$ cat config.mk
export PLATFORM = sky130hd
export DESIGN_NAME = inv_sub_bytes_seq
export DESIGN_NICKNAME = d
export VERILOG_FILES = /design/src/rtl/aes_pkg.sv /design/src/rtl/inv_sub_word.sv /design/src/rtl/inv_sub_bytes_seq.sv
export SDC_FILE = /design/constraint.sdc
export NUM_CORES = 1
export LEC_CHECK = 0
export CAP_MARGIN = 20
export CORE_UTILIZATION = 25
export CTS_BUF_LIST = sky130_fd_sc_hd__clkbuf_16
export DETAILED_ROUTE_END_ITERATION = 7
export HOLD_SLACK_MARGIN = 0.15
export PLACE_DENSITY_LB_ADDON = 0.05
export SLEW_MARGIN = 25
export SYNTH_ARGS = -nofsm -noshare
export SYNTH_HDL_FRONTEND = slang
export SYNTH_SLANG_ARGS = --single-unit
export TNS_END_PERCENT = 5
$ cat constraint.sdc
create_clock -name clk -period 12.7 [get_ports clk]
set_input_delay 2.54 -clock clk [delete_from_list [all_inputs] [get_ports clk]]
set_output_delay 2.54 -clock clk [all_outputs]
set_load 0.005 [all_outputs]
$ cat src/rtl/aes_pkg.sv
// Shared AES decrypt-side definitions: inverse S-box table, byte type and the
// sequencer state encoding used by the InvSubBytes engine.
package aes_pkg;

  typedef logic [7:0] byte_t;

  typedef enum logic [1:0] {
    IDLE = 2'd0,
    PROC = 2'd1,
    DONE = 2'd2
  } state_e;

  // Ascending outer range so the leftmost byte of each row literal is the lowest index.
  localparam byte_t [0:255] INV_SBOX = {
    128'h52096ad5_3036a538_bf40a39e_81f3d7fb,
    128'h7ce33982_9b2fff87_348e4344_c4dee9cb,
    128'h547b9432_a6c2233d_ee4c950b_42fac34e,
    128'h082ea166_28d924b2_765ba249_6d8bd125,
    128'h72f8f664_86689816_d4a45ccc_5d65b692,
    128'h6c704850_fdedb9da_5e154657_a78d9d84,
    128'h90d8ab00_8cbcd30a_f7e45805_b8b34506,
    128'hd02c1e8f_ca3f0f02_c1afbd03_01138a6b,
    128'h3a911141_4f67dcea_97f2cfce_f0b4e673,
    128'h96ac7422_e7ad3585_e2f937e8_1c75df6e,
    128'h47f11a71_1d29c589_6fb7620e_aa18be1b,
    128'hfc563e4b_c6d27920_9adbc0fe_78cd5af4,
    128'h1fdda833_8807c731_b1121059_2780ec5f,
    128'h60517fa9_19b54a0d_2de57a9f_93c99cef,
    128'ha0e03b4d_ae2af5b0_c8ebbb3c_83539961,
    128'h172b047e_ba77d626_e1691463_55210c7d
  };

endpackage

$ cat src/rtl/inv_sub_word.sv
// Combinational inverse substitution of one word; every byte goes through its
// own INV_SBOX lookup with no interaction between bytes.
module inv_sub_word
  import aes_pkg::*;
#(
  parameter int REG_SIZE = 32
) (
  input  logic [REG_SIZE-1:0] word_in,
  output logic [REG_SIZE-1:0] word_out
);

  for (genvar b = 0; b < REG_SIZE/8; b++) begin : g_byte
    assign word_out[8*b +: 8] = INV_SBOX[word_in[8*b +: 8]];
  end

endmodule

$ cat src/rtl/inv_sub_bytes_seq.sv
// Sequential InvSubBytes: one word per clock through a single shared
// inv_sub_word lookup, result held in an output register until taken.
module inv_sub_bytes_seq
  import aes_pkg::*;
#(
  parameter int REG_SIZE  = 32,
  parameter int NUM_WORDS = 4
) (
  input  logic                          clk,
  input  logic                          rst,
  input  logic                          in_valid,
  output logic                          in_ready,
  input  logic [REG_SIZE*NUM_WORDS-1:0] state_in,
  output logic                          out_valid,
  input  logic                          out_ready,
  output logic [REG_SIZE*NUM_WORDS-1:0] state_out,
  output logic                          busy
);

  localparam int SW = REG_SIZE*NUM_WORDS;
  localparam int CW = (NUM_WORDS > 1) ? $clog2(NUM_WORDS) : 1;
  localparam logic [CW-1:0] LAST = CW'(NUM_WORDS-1);

  state_e                             state_q, state_d;
  logic [CW-1:0]                      cnt_q, cnt_d;
  logic [NUM_WORDS-1:0][REG_SIZE-1:0] buf_q, buf_d;
  logic [SW-1:0]                      out_q, out_d;
  logic                               vld_q, vld_d;
  logic [REG_SIZE-1:0]                word_sub;

  inv_sub_word #(.REG_SIZE(REG_SIZE)) u_inv_sub_word (
    .word_in  (buf_q[cnt_q]),
    .word_out (word_sub)
  );

  always_comb begin
    state_d = state_q;
    cnt_d   = cnt_q;
    buf_d   = buf_q;
    out_d   = out_q;
    vld_d   = vld_q;
    case (state_q)
      IDLE: begin
        if (in_valid) begin
          buf_d   = state_in;
          cnt_d   = '0;
          state_d = PROC;
        end
      end
      PROC: begin
        buf_d[cnt_q] = word_sub;
        if (cnt_q == LAST) begin
          // Output register takes the fully substituted buffer including this word.
          cnt_d   = '0;
          out_d   = buf_d;
          vld_d   = 1'b1;
          state_d = DONE;
        end else begin
          cnt_d = cnt_q + 1'b1;
        end
      end
      DONE: begin
        if (out_ready) begin
          out_d   = '0;
          vld_d   = 1'b0;
          state_d = IDLE;
        end
      end
      default: state_d = IDLE;
    endcase
  end

  always_ff @(posedge clk or posedge rst) begin
    if (rst) begin
      state_q <= IDLE;
      cnt_q   <= '0;
      buf_q   <= '0;
      out_q   <= '0;
      vld_q   <= 1'b0;
    end else begin
      state_q <= state_d;
      cnt_q   <= cnt_d;
      buf_q   <= buf_d;
      out_q   <= out_d;
      vld_q   <= vld_d;
    end
  end

  assign in_ready  = (state_q == IDLE);
  assign busy      = (state_q != IDLE);
  assign out_valid = vld_q;
  assign state_out = out_q;

endmodule
-- Word-level counts from Yosys, hierarchy flattened
Memories as Yosys holds them, arrays and structs flattened.
Index checks and enable logic that the tools add are counted.
- register bits: 261
- ROM bits: 8192
- memories: 4
- logic and storage cells: 65
- output and inout bits: 131
- memories (name ; words ; bits a word ; rd ports ; clocked after Yosys merged registers in ; write ports ; line ; RTL):
    (no name shown) ; 256 ; 8 ; 1 ; 0 ; 0 ; inv_sub_word.sv:13 ; assign word_out[8*b +: 8] = INV_SBOX[word_in[8*b +: 8]];
    (no name shown) ; 256 ; 8 ; 1 ; 0 ; 0 ; inv_sub_word.sv:13 ;
    (no name shown) ; 256 ; 8 ; 1 ; 0 ; 0 ; inv_sub_word.sv:13 ;
    (no name shown) ; 256 ; 8 ; 1 ; 0 ; 0 ; inv_sub_word.sv:13 ;
- equal/unequal tests: 6
- reduce and logical (&&, ||, !) cells: 8
- magnitude comparators: 6
- $add $sub $neg: 1
- mux-type cells: 28
- bitwise operators: 4
- operators by type and width (cell ; number):
    128-bit one-hot mux with 2 select lines ; 2
    128-bit two-way mux ; 3
    128-bit bitwise mux ; 1
    32-bit binary-select mux with 2-bit select ; 1
    32-bit demux with 2-bit select ; 1
    32-bit two-way mux ; 2
    8-bit two-way mux ; 8
    9-bit >= comparator, second input constant ; 4
    8-bit inverter with 9-bit output ; 4
    2-bit two-way mux ; 5
    2-bit inequality test, second input constant ; 3
    2-bit one-hot mux with 3 select lines ; 1
    3-bit AND reduction ; 2
    2-bit nonzero test ; 3
    2-bit == test, second input constant ; 2
    2-bit one-hot mux with 2 select lines ; 1
    2-bit by 3-bit less-than comparator with 1-bit output, second input constant ; 1
    2-bit by 1-bit adder with 2-bit output, second input constant ; 1
    2-bit by 1-bit == test with 1-bit output, second input constant ; 1
    2-bit by 1-bit >= comparator with 1-bit output, second input constant ; 1
    2-bit logical NOT ; 1
    1-bit two-way mux ; 2
    1-bit one-hot mux with 2 select lines ; 1
    2-bit AND reduction ; 1
    1-bit logical AND ; 1

-- Depth between registers and ports, before layout
Gate-level depths: netlist of run 1.
- depth in word-level cells: 9
- gate-level depth with buffers: 18
- depth with buffers taken out: 12

-- Hierarchy
A second synthesis of run 1 with hierarchy kept.
- cells, all modules: 3334
- area total of the unflattened synthesis: 26754.4 um2
- modules (own cells, without submodules) (module ; instances ; area an instance (um2) ; cells an instance):
    inv_sub_word ; 1 ; 13629.3 ; 2201
    inv_sub_bytes_seq ; 1 ; 13125.1 ; 1133

-- Least setup slack after synthesis of run 1
Ideal clock, no wire load.
- path type: register to register
- start point: reg cnt_q[0]
- end point: reg buf_q[114] (netlist name)
- required time: 12.574 ns
- setup slack: 8.597 ns
- path buffers: 3
- library setup time: 0.126 ns
- stages on the path, launching flop included: 15
- arrival: 3.977 ns
- period minus slack after synthesis: 4.103 ns
- cells stage by stage: dfrtp_1 -> buf_2 -> mux4_2 -> clkbuf_1 -> inv_1 -> ha_1 -> clkbuf_1 -> mux4_2 -> mux2i_1 -> o21ai_0 -> a31oi_1 -> nor4b_1 -> a221oi_2 -> nor2_1 -> a221o_1
- cells in the longest elaborated chain, start to end: 8
- ends and longest elaborated chain (item ; line ; RTL):
    start, declared ; inv_sub_bytes_seq.sv:25 ; logic [CW-1:0] cnt_q, cnt_d;
    start signal, assigned ; inv_sub_bytes_seq.sv:82 ; cnt_q <= cnt_d;
    32-bit binary-select mux with 2-bit select ; inv_sub_bytes_seq.sv:32 ; .word_in (buf_q[cnt_q]),
    32-bit two-way mux (implied by the code) ; inv_sub_bytes_seq.sv:32 ;
    8-bit inverter with 9-bit output (implied by the code) ; inv_sub_word.sv:13 ;
    memory read 256 x 8 bit ; n/a ;
    8-bit two-way mux (implied by the code) (2 in a row) ; inv_sub_word.sv:13 ;
    128-bit bitwise mux * ; inv_sub_bytes_seq.sv:51 ; buf_d[cnt_q] = word_sub;
    128-bit one-hot mux with 2 select lines * ; inv_sub_bytes_seq.sv:42 ; case (state_q)
    end signal, assigned ; inv_sub_bytes_seq.sv:83 ; buf_q <= buf_d;
    end, declared ; inv_sub_bytes_seq.sv:26 ; logic [NUM_WORDS-1:0][REG_SIZE-1:0] buf_q, buf_d;
Every way passes the cells marked *; elsewhere a longest branch is shown, timed or not. The select of a mux whose other input is x is not followed.
A chain may end at the register's enable or synchronous reset.

-- Final worst setup path of run 1
- start point: reg cnt_q[0]
- end point: reg out_q[88], in the netlist state_out[88]
- cells in the longest elaborated chain, start to end: 9
- ends and longest elaborated chain (item ; line ; RTL):
    32-bit binary-select mux with 2-bit select ; inv_sub_bytes_seq.sv:32 ;
    32-bit two-way mux (implied by the code) ; inv_sub_bytes_seq.sv:32 ;
    8-bit inverter with 9-bit output (implied by the code) ; inv_sub_word.sv:13 ;
    memory read 256 x 8 bit ; n/a ;
    8-bit two-way mux (implied by the code) (2 in a row) ; inv_sub_word.sv:13 ;
    128-bit bitwise mux ; inv_sub_bytes_seq.sv:51 ;
    128-bit two-way mux ; inv_sub_bytes_seq.sv:52 ; if (cnt_q == LAST) begin
    128-bit one-hot mux with 2 select lines ; inv_sub_bytes_seq.sv:42 ;
    end signal, assigned ; inv_sub_bytes_seq.sv:84 ; out_q <= out_d;
    end, declared ; inv_sub_bytes_seq.sv:27 ; logic [SW-1:0] out_q, out_d;
Several ways; a longest one is shown, not always the timed one. The select of a mux whose other input is x is not followed.

==> results.md, run 1 <==
Clock tree:
- The number of resized instances in the post-cts repair step is 0.
- The TritonCTS sink count is 261.
- The later-pin clock latency in the skew report is 0.55 ns.
- TritonCTS built the clock tree.
- The cell sitting at the root of the clock tree is a clkbuf_16.
- After clock tree synthesis, the setup repair step added 0 buffers.
- The number of clock buffers added by TritonCTS is 35.
- The clock transition at the register clock pins on the worst setup and hold paths after CTS is 0.06 ns.
- The number of levels in the clock H-tree is 2.
- After clock tree synthesis, the flow added hold-fix buffers numbering 0.
- In this run the deepest clock path goes through 3 buffers.

STA:
- The upper clock frequency limit is 169 MHz.
- The final setup violation count is 0.
- The worst clock skew is 0.0203 ns.
- Headroom to the max-slew limit came out at 25.0%.
- The final count of hold timing violations is 0.
- The number of slew-limit violations in the final report was 0.
- The shortest period the worst path allows is 5.92 ns.
- The transition time at the pin with the least slew margin is 1.10 ns.
- Setup repair after global routing left no endpoint under its margin.
- Adding up every negative setup slack in the final design gives 0 ns.
- After layout, the worst path uses 46.6% of the clock period.

Place:
- The HPWL reported at the end of detailed placement is 108 mm.
- The global placer's final weighted congestion is 0.983.
- The number of port buffers is 262.

Routing:
- In this run, the number of DRC markers left after iteration 0 of detailed routing was 4516.
- The routed layout has 29.9k vias.
- In this run the remaining antenna-violating nets after routing total 0.
- The total DRC errors in the routed layout is 0.
- The final routed wire length divided by cell count is 34.3 um.
- The length of the first detailed-routing pass in iterations is 6.
- The total wire length after detailed routing is 157 mm.
- The via count normalized by instance count is 6.53.

Floorplanning:
- The width of the chip is 322 um.
- The initial core utilization is 25.4%.
- The core region is 101000 sq um.
- The die area is 104000 sq um.
- The floorplan has 116 rows.
- The vertical extent of the die is 322 um.
- For this design the top-level I/O count stands at 263.

Synth:
- The fraction of the yosys area taken by sequential cells is 25.5%.
- The distinct cell type count after synthesis is 103.
- Synthesis inferred 261 register bits.
- Synthesis produced 3167 cells.
- The average instance in the mapped netlist occupies 8.08 sq um.
- The cell type with the largest total area after synthesis is dfrtp_1.
- Of the post-synthesis cell area, the dominant cell type holds 25.5%.
- In this run, synthesis inferred 0 flip-flops with an integrated enable.
- Sorting the synthesized cells by area gives the leading types as dfrtp_1, o21ai_0, ha_1, a21oi_1, nand2_1.
- In the synthesized netlist the dominant register cell turns out to be dfrtp_1.
- The cell area that synthesis handed to floorplanning was 25600 sq um.
- The number of nets produced by synthesis is 3387.
- Yosys printed 0 warnings.
- The share of synthesized registers carrying an async set or reset is 100%.

Critical path:
- The maximum fanout count along the critical path is 30.
- Data arrives at the worst endpoint at 6.30 ns.
- The number of buffer and inverter instances along the worst setup path is 3.
- For the worst setup path, the data required time is 13.08 ns.
- The kind of cell adding the most delay to the critical path is compound AO/OA/AOI/OAI gates.
- The nature of the critical path startpoint is a flip-flop.
- The setup path with the least slack is of type reg -> reg.
- The worst setup path is captured at a flip-flop.
- For this design, the slowest cell found on the critical path is a2111oi_0.
- The signal on the critical path passes through buf_4 > mux4_2 > inv_1 > ha_1 > buf_4 > nor2_1 > nor3b_1 > nor3_1 > a211oi_1 > a2111oi_0 > nor3_1 > a21oi_2 > o21ai_0.
- The delay contributed by the slowest stage of the critical path is 0.90 ns.

Cells and area:
- Once layout is complete, the utilization of the core stands at 29.9%.
- The number of nets at the end of the flow is 3415.
- The share of layout cells above drive strength 1 is 8.67%.
- From synthesis to final layout, the design area changed by 17.6%.

Global route:
- The global-route congestion overflow total is 0.
- The wire length of the first global-routing pass is 223 mm.
- The overall routing resource usage is 29.3%.
- The number of global-route vias before repair is 28.7k.
- The number of antenna violations at the first check in global routing is 3.
- The maximum number of pins on one net before global-route repair is 155.

Run status:
- The flow ran to the end, and the final reports show no timing, DRC or antenna violations.

Hold path:
- The path type of the worst min-delay path is reg -> reg.

Job:
- Across the run, the number of max-cap violations was 0.
[layer usage]
layer / vias up / global-route usage, % / wire (um)
met5: - / 0 / 13
met4: 2 / 8.93 / 5390
met3: 310 / 5.09 / 14000
met2: 2034 / 45.3 / 69300
met1: 15109 / 41.1 / 68200
li1: 12448 / - / -
[worst reg2reg max path: cells and delay by family, from the launching register on]
| family | cells | cell delay (ns) |
|---|---|---|
| buffers and inverters | 3 | 1.15 |
| AOI/OAI and AO/OA | 4 | 1.63 |
| and+or+nand+nor | 4 | 1.25 |
| muxes | 1 | 0.75 |
| adders and majority gates | 1 | 0.29 |
| DFF | 1 | 0.69 |
[worst paths after layout]
check	from	to	slack, ns	cells after the start
setup / recovery	cnt_q[0]	state_out[88]	6.78	13
hold reg to reg	state_out[127]	state_out[127]	0.48	1
max in group asynchronous	rst	cnt_q[1]	8.68	3
hold / removal	state_out[127]	state_out[127]	0.48	1
setup reg to reg	cnt_q[0]	state_out[88]	6.78	13
min in group asynchronous	rst	state_out[109]	2.56	2
[layout by cell type, fill, tap and decap left out, types with 64 or more instances in the layout]
master,count
ha_1,88
nor2_1,190
dfrtp_1,259
a32oi_1,64
buf_4,76
nand2_1,252
a21oi_1,201
clkdlybuf4s50_1,262
mux2i_1,80
o21ai_0,269
a31oi_1,74
nand2b_1,64
a22oi_1,74
nand3_1,83
nor3_1,67
[area by class of cell]
cell class | count | area (sq um)
Multi-Input combinational cell | 2499 | 17300
Inverter | 58 | 228
Clock buffer | 37 | 926
Timing Repair Buffer | 340 | 3220
Tap cell | 1357 | 1700
Clock inverter | 23 | 130
Sequential cell | 261 | 6540
Antenna cell | 1 | 2.50
Fill cell | 10857 | 70600
[synth_stat cells (all sizes together), types with 42 or more instances]
cell and instances:
a21oi 203, o22ai 51, ha 88, o211ai 59, mux2i 86, nand2 255, o21ai 275, a31oi 75
a21o 59, a22o 44, nand3 83, dfrtp 261, a211oi 57, clkbuf 194, buf 155, o221ai 42
a32oi 66, inv 56, nand2b 64, a221oi 45, a221o 55, a22oi 74, nor2 200, nor3 69
[through the flow]
stage,std cells,hold slack [ns],setup slack (ns),area (sq um)
after floorplan,3167,0.473,2.98,25600
after global placement,4515,0.460,7.01,29000
after detailed placement,4515,0.469,7.03,29000
after CTS,4575,0.482,7.00,30100
after global routing,4575,0.490,6.64,30100
final,4576,0.480,6.78,30100
[cell families (layout without fill, tap and decap cells)]
family | count (synthesis) | after routing | synth area share [%]
buffers and inverters | 407 | 458 | 7.22
XOR/XNOR | 14 | 14 | 0.479
AND/OR/NAND/NOR | 868 | 868 | 16.5
adder cells (fa/ha/maj) | 88 | 88 | 4.30
multiplexers | 147 | 147 | 7.51
other | 0 | 1 | 0
flip-flops | 261 | 261 | 25.5
AO/OA/AOI/OAI | 1382 | 1382 | 38.4
[sequential cells by signal, summed over array words and instances, names as in the netlist]
name	count
buf_q	128
state_q	2
cnt_q	2
out_valid	1
state_out	128
Power of run 1 is left out: the tool's default activity adds up to more than one toggle a clock period on the data nets, which glitch-free logic cannot reach.
==> run 2, diff against run 1 <==
==> constraint.sdc (replaced) <==
create_clock -name clk -period 5.4 [get_ports clk]
set_input_delay 1.08 -clock clk [delete_from_list [all_inputs] [get_ports clk]]
set_output_delay 1.08 -clock clk [all_outputs]
set_load 0.005 [all_outputs]
==> run 2 against run 1 <==
Compared with the run above: global-route usage increased by 1.4 points; die area unchanged; count of clock-buffer cells in the layout decreased by 2; fmax increased by 21%; non-clock buffer count increased by 174; clock skew increased by 0.021 ns; register-to-register slack got worse by 6.3 ns; via count increased by 3.2%; worst setup slack got worse by 6.3 ns; sequential share of layout area decreased by 0.98 points.
==> results.md, run 2 (synthesized netlist as in run 1, its figures left out) <==
Clock tree:
- The number of clock buffers inserted by TritonCTS is 35 (unchanged).
- The later-pin clock latency in the skew report was 0.57 ns (was 0.55 ns).
- The clock root buffer is clkbuf_16 (unchanged).
- The number of levels in the clock H-tree is 2 (unchanged).
- The maximum buffer depth of the clock tree is 3 (unchanged).
- The CTS tree is yes (unchanged).
- The TritonCTS sink count came to 261 (unchanged).
- The number of resized instances in the post-cts repair step is 0 (unchanged).
- The post-CTS setup buffer count is 0 (unchanged).
- The clock transition at the register clock pins on the worst setup and hold paths after CTS came to 0.06 ns (about the same).
- The hold-fix buffer count after cts was 0 (unchanged).

Cells and area:
- The area overhead of the layout relative to synthesis is 23.1% (was 17.6%).
- The most common library cell in the layout ignoring fill and taps is o21ai_0 (unchanged).
- Most used cells in the layout excluding fill and tap cells: o21ai_0, clkdlybuf4s50_1, dfrtp_1, nand2_1, buf_4 (was o21ai_0, clkdlybuf4s50_1, dfrtp_1, nand2_1, a21oi_1).
- The number of nets at the end of the flow was 3589 (was 3415).
- The share of layout cells above drive strength 1 is 13.3% (was 8.67%).
- The fraction of the core area covered by cells at the end of the flow was 31.3% (was 29.9%).

Place:
- The pre-CTS worst setup slack was 0.562 ns (was 7.03 ns).
- The HPWL reported at the end of detailed placement is 119 mm (was 108 mm).
- The global placer's final weighted congestion came to 0.994 (was 0.983).
- The number of port buffers is 262 (unchanged).

Floorplanning:
- The vertical extent of the die is 322 um (unchanged).
- The number of core rows came to 116 (unchanged).
- The width of the chip is 322 um (unchanged).
- The initial core utilization is 25.4% (unchanged).
- The number of placed I/O pins was 263 (unchanged).
- The core region area is 101000 sq um (unchanged).
- The die area was 104000 sq um (unchanged).

Critical path:
- The start point of the critical path is cnt_q[1] (was cnt_q[0]).
- The number of cells on the worst reg-to-reg path is 12 (was 13).
- The worst endpoint data arrival time was 5.39 ns (was 6.30 ns).
- The end of the worst register-to-register path was buf_q[30] (was state_out[88]).
- The launch point of the worst reg-to-reg path is cnt_q[1] (was cnt_q[0]).
- The slack of the worst reg-to-reg path is 0.49 ns (was 6.78 ns).
- The endpoint kind of the worst setup timing path was a flip-flop (unchanged).
- The nature of the critical path startpoint is a flip-flop (unchanged).
- The worst endpoint required time was 5.89 ns (was 13.08 ns).
- The type of the setup path with the least slack is reg -> reg (unchanged).
- The worst setup path endpoint is buf_q[30] (was state_out[88]).
- The maximum fanout count along the critical path was 21 (was 30).

Global route:
- The global-route congestion overflow total was 0 (unchanged).
- The overall routing resource usage is 30.6% (was 29.3%).
- The maximum number of pins on one net before global-route repair is 95 (was 155).
- The number of global-route vias before repair is 29.6k (was 28.7k).
- The number of antenna violations at the first check in global routing is 2 (was 3).
- The wire length of the first global-routing pass was 232 mm (was 223 mm).

Routing:
- The total DRC errors in the routed layout is 0 (unchanged).
- The count of routing violations after the opening detailed-route iteration was 4107 (was 4516).
- The final routed wire length divided by cell count is 34.6 um (was 34.3 um).
- The length of the first detailed-routing pass in iterations is 6 (unchanged).
- The post-detailed-route count of antenna-violating nets is 0 (unchanged).
- The overall via count from detail_route is 30.9k (was 29.9k).
- The via count normalized by instance count is 6.49 (was 6.53).
- The total wire length after detailed routing came to 165 mm (was 157 mm).

STA:
- The total negative slack is 0 ns (unchanged).
- The final setup violation count is 0 (unchanged).
- The shortest period the worst path allows was 4.91 ns (was 5.92 ns).
- The final count of hold timing violations is 0 (unchanged).
- The minimum setup slack in the final design is 0.494 ns (was 6.78 ns).
- The number of slew-limit violations in the final report is 0 (unchanged).
- The relative slew slack is 29.8% (was 25.0%).
- The transition time at the pin with the least slew margin is 1.05 ns (was 1.10 ns).
- The final cycle utilization of the critical path came to 90.9% (was 46.6%).
- The upper clock frequency limit is 204 MHz (was 169 MHz).
- The worst clock skew is 0.0409 ns (was 0.0203 ns).
- RSZ-0062 raised after global routing: false (unchanged).

Job:
- The number of max-capacitance violations reported is 0 (unchanged).

Hold path:
- The path type of the worst min-delay path is reg -> reg (unchanged).

Run status:
- Outcome: finished, final reports clean (unchanged).
## run 2: layout make-up
type / count / area (sq um)
fill: 10854 / 69200
multi-input combinational: 2499 / 17300
timing repair buffer: 514 / 4610
sequential: 261 / 6540
clock buffer: 35 / 876
tap: 1357 / 1700
inverter: 58 / 224
clock inverter: 29 / 224
antenna: 1 / 2.50
## run 2: how the worst min path moves through the flow
stage | from | end | slack (ns) | depth (start not counted)
after detailed placement | state_out[107] | state_out[107] | 0.47 | 1
after global placement | state_out[102] | state_out[102] | 0.47 | 1
after CTS | state_out[121] | state_out[121] | 0.48 | 1
after global routing | state_out[127] | state_out[127] | 0.50 | 1
final | state_out[121] | state_out[121] | 0.48 | 1
after floorplan | state_out[41] | state_out[41] | 0.47 | 2
## run 2: stage by stage
step	cells	hold WS [ns]	area, sq um
floorplan	3167	0.473	25600
global placement	4689	0.466	30400
detailed placement	4689	0.469	30400
CTS	4753	0.485	31500
global route	4753	0.501	31500
finish	4754	0.478	31500
## run 2: critical path, stage by stage, from the launching register on
cell      delay [ns]
dfrtp_4         0.67
buf_4           0.33
mux4_2          0.43
inv_1           0.24
ha_1            0.74
buf_4           0.26
nand2b_1        0.21
a41oi_1         0.54
o311ai_0        0.23
and3_1          0.24
o311ai_2        0.49
nand2_1         0.22
o21ai_0         0.19
## run 2: per-layer routing
layer	global-route usage, %	share of wire, %	vias to the layer above
li1	-	-	12780
met1	42.4	43	15663
met2	47.6	44	2050
met3	4.78	8.7	353
met4	11.4	4.3	4
met5	0	0.015	-
Power of run 2 is left out for the same reason.
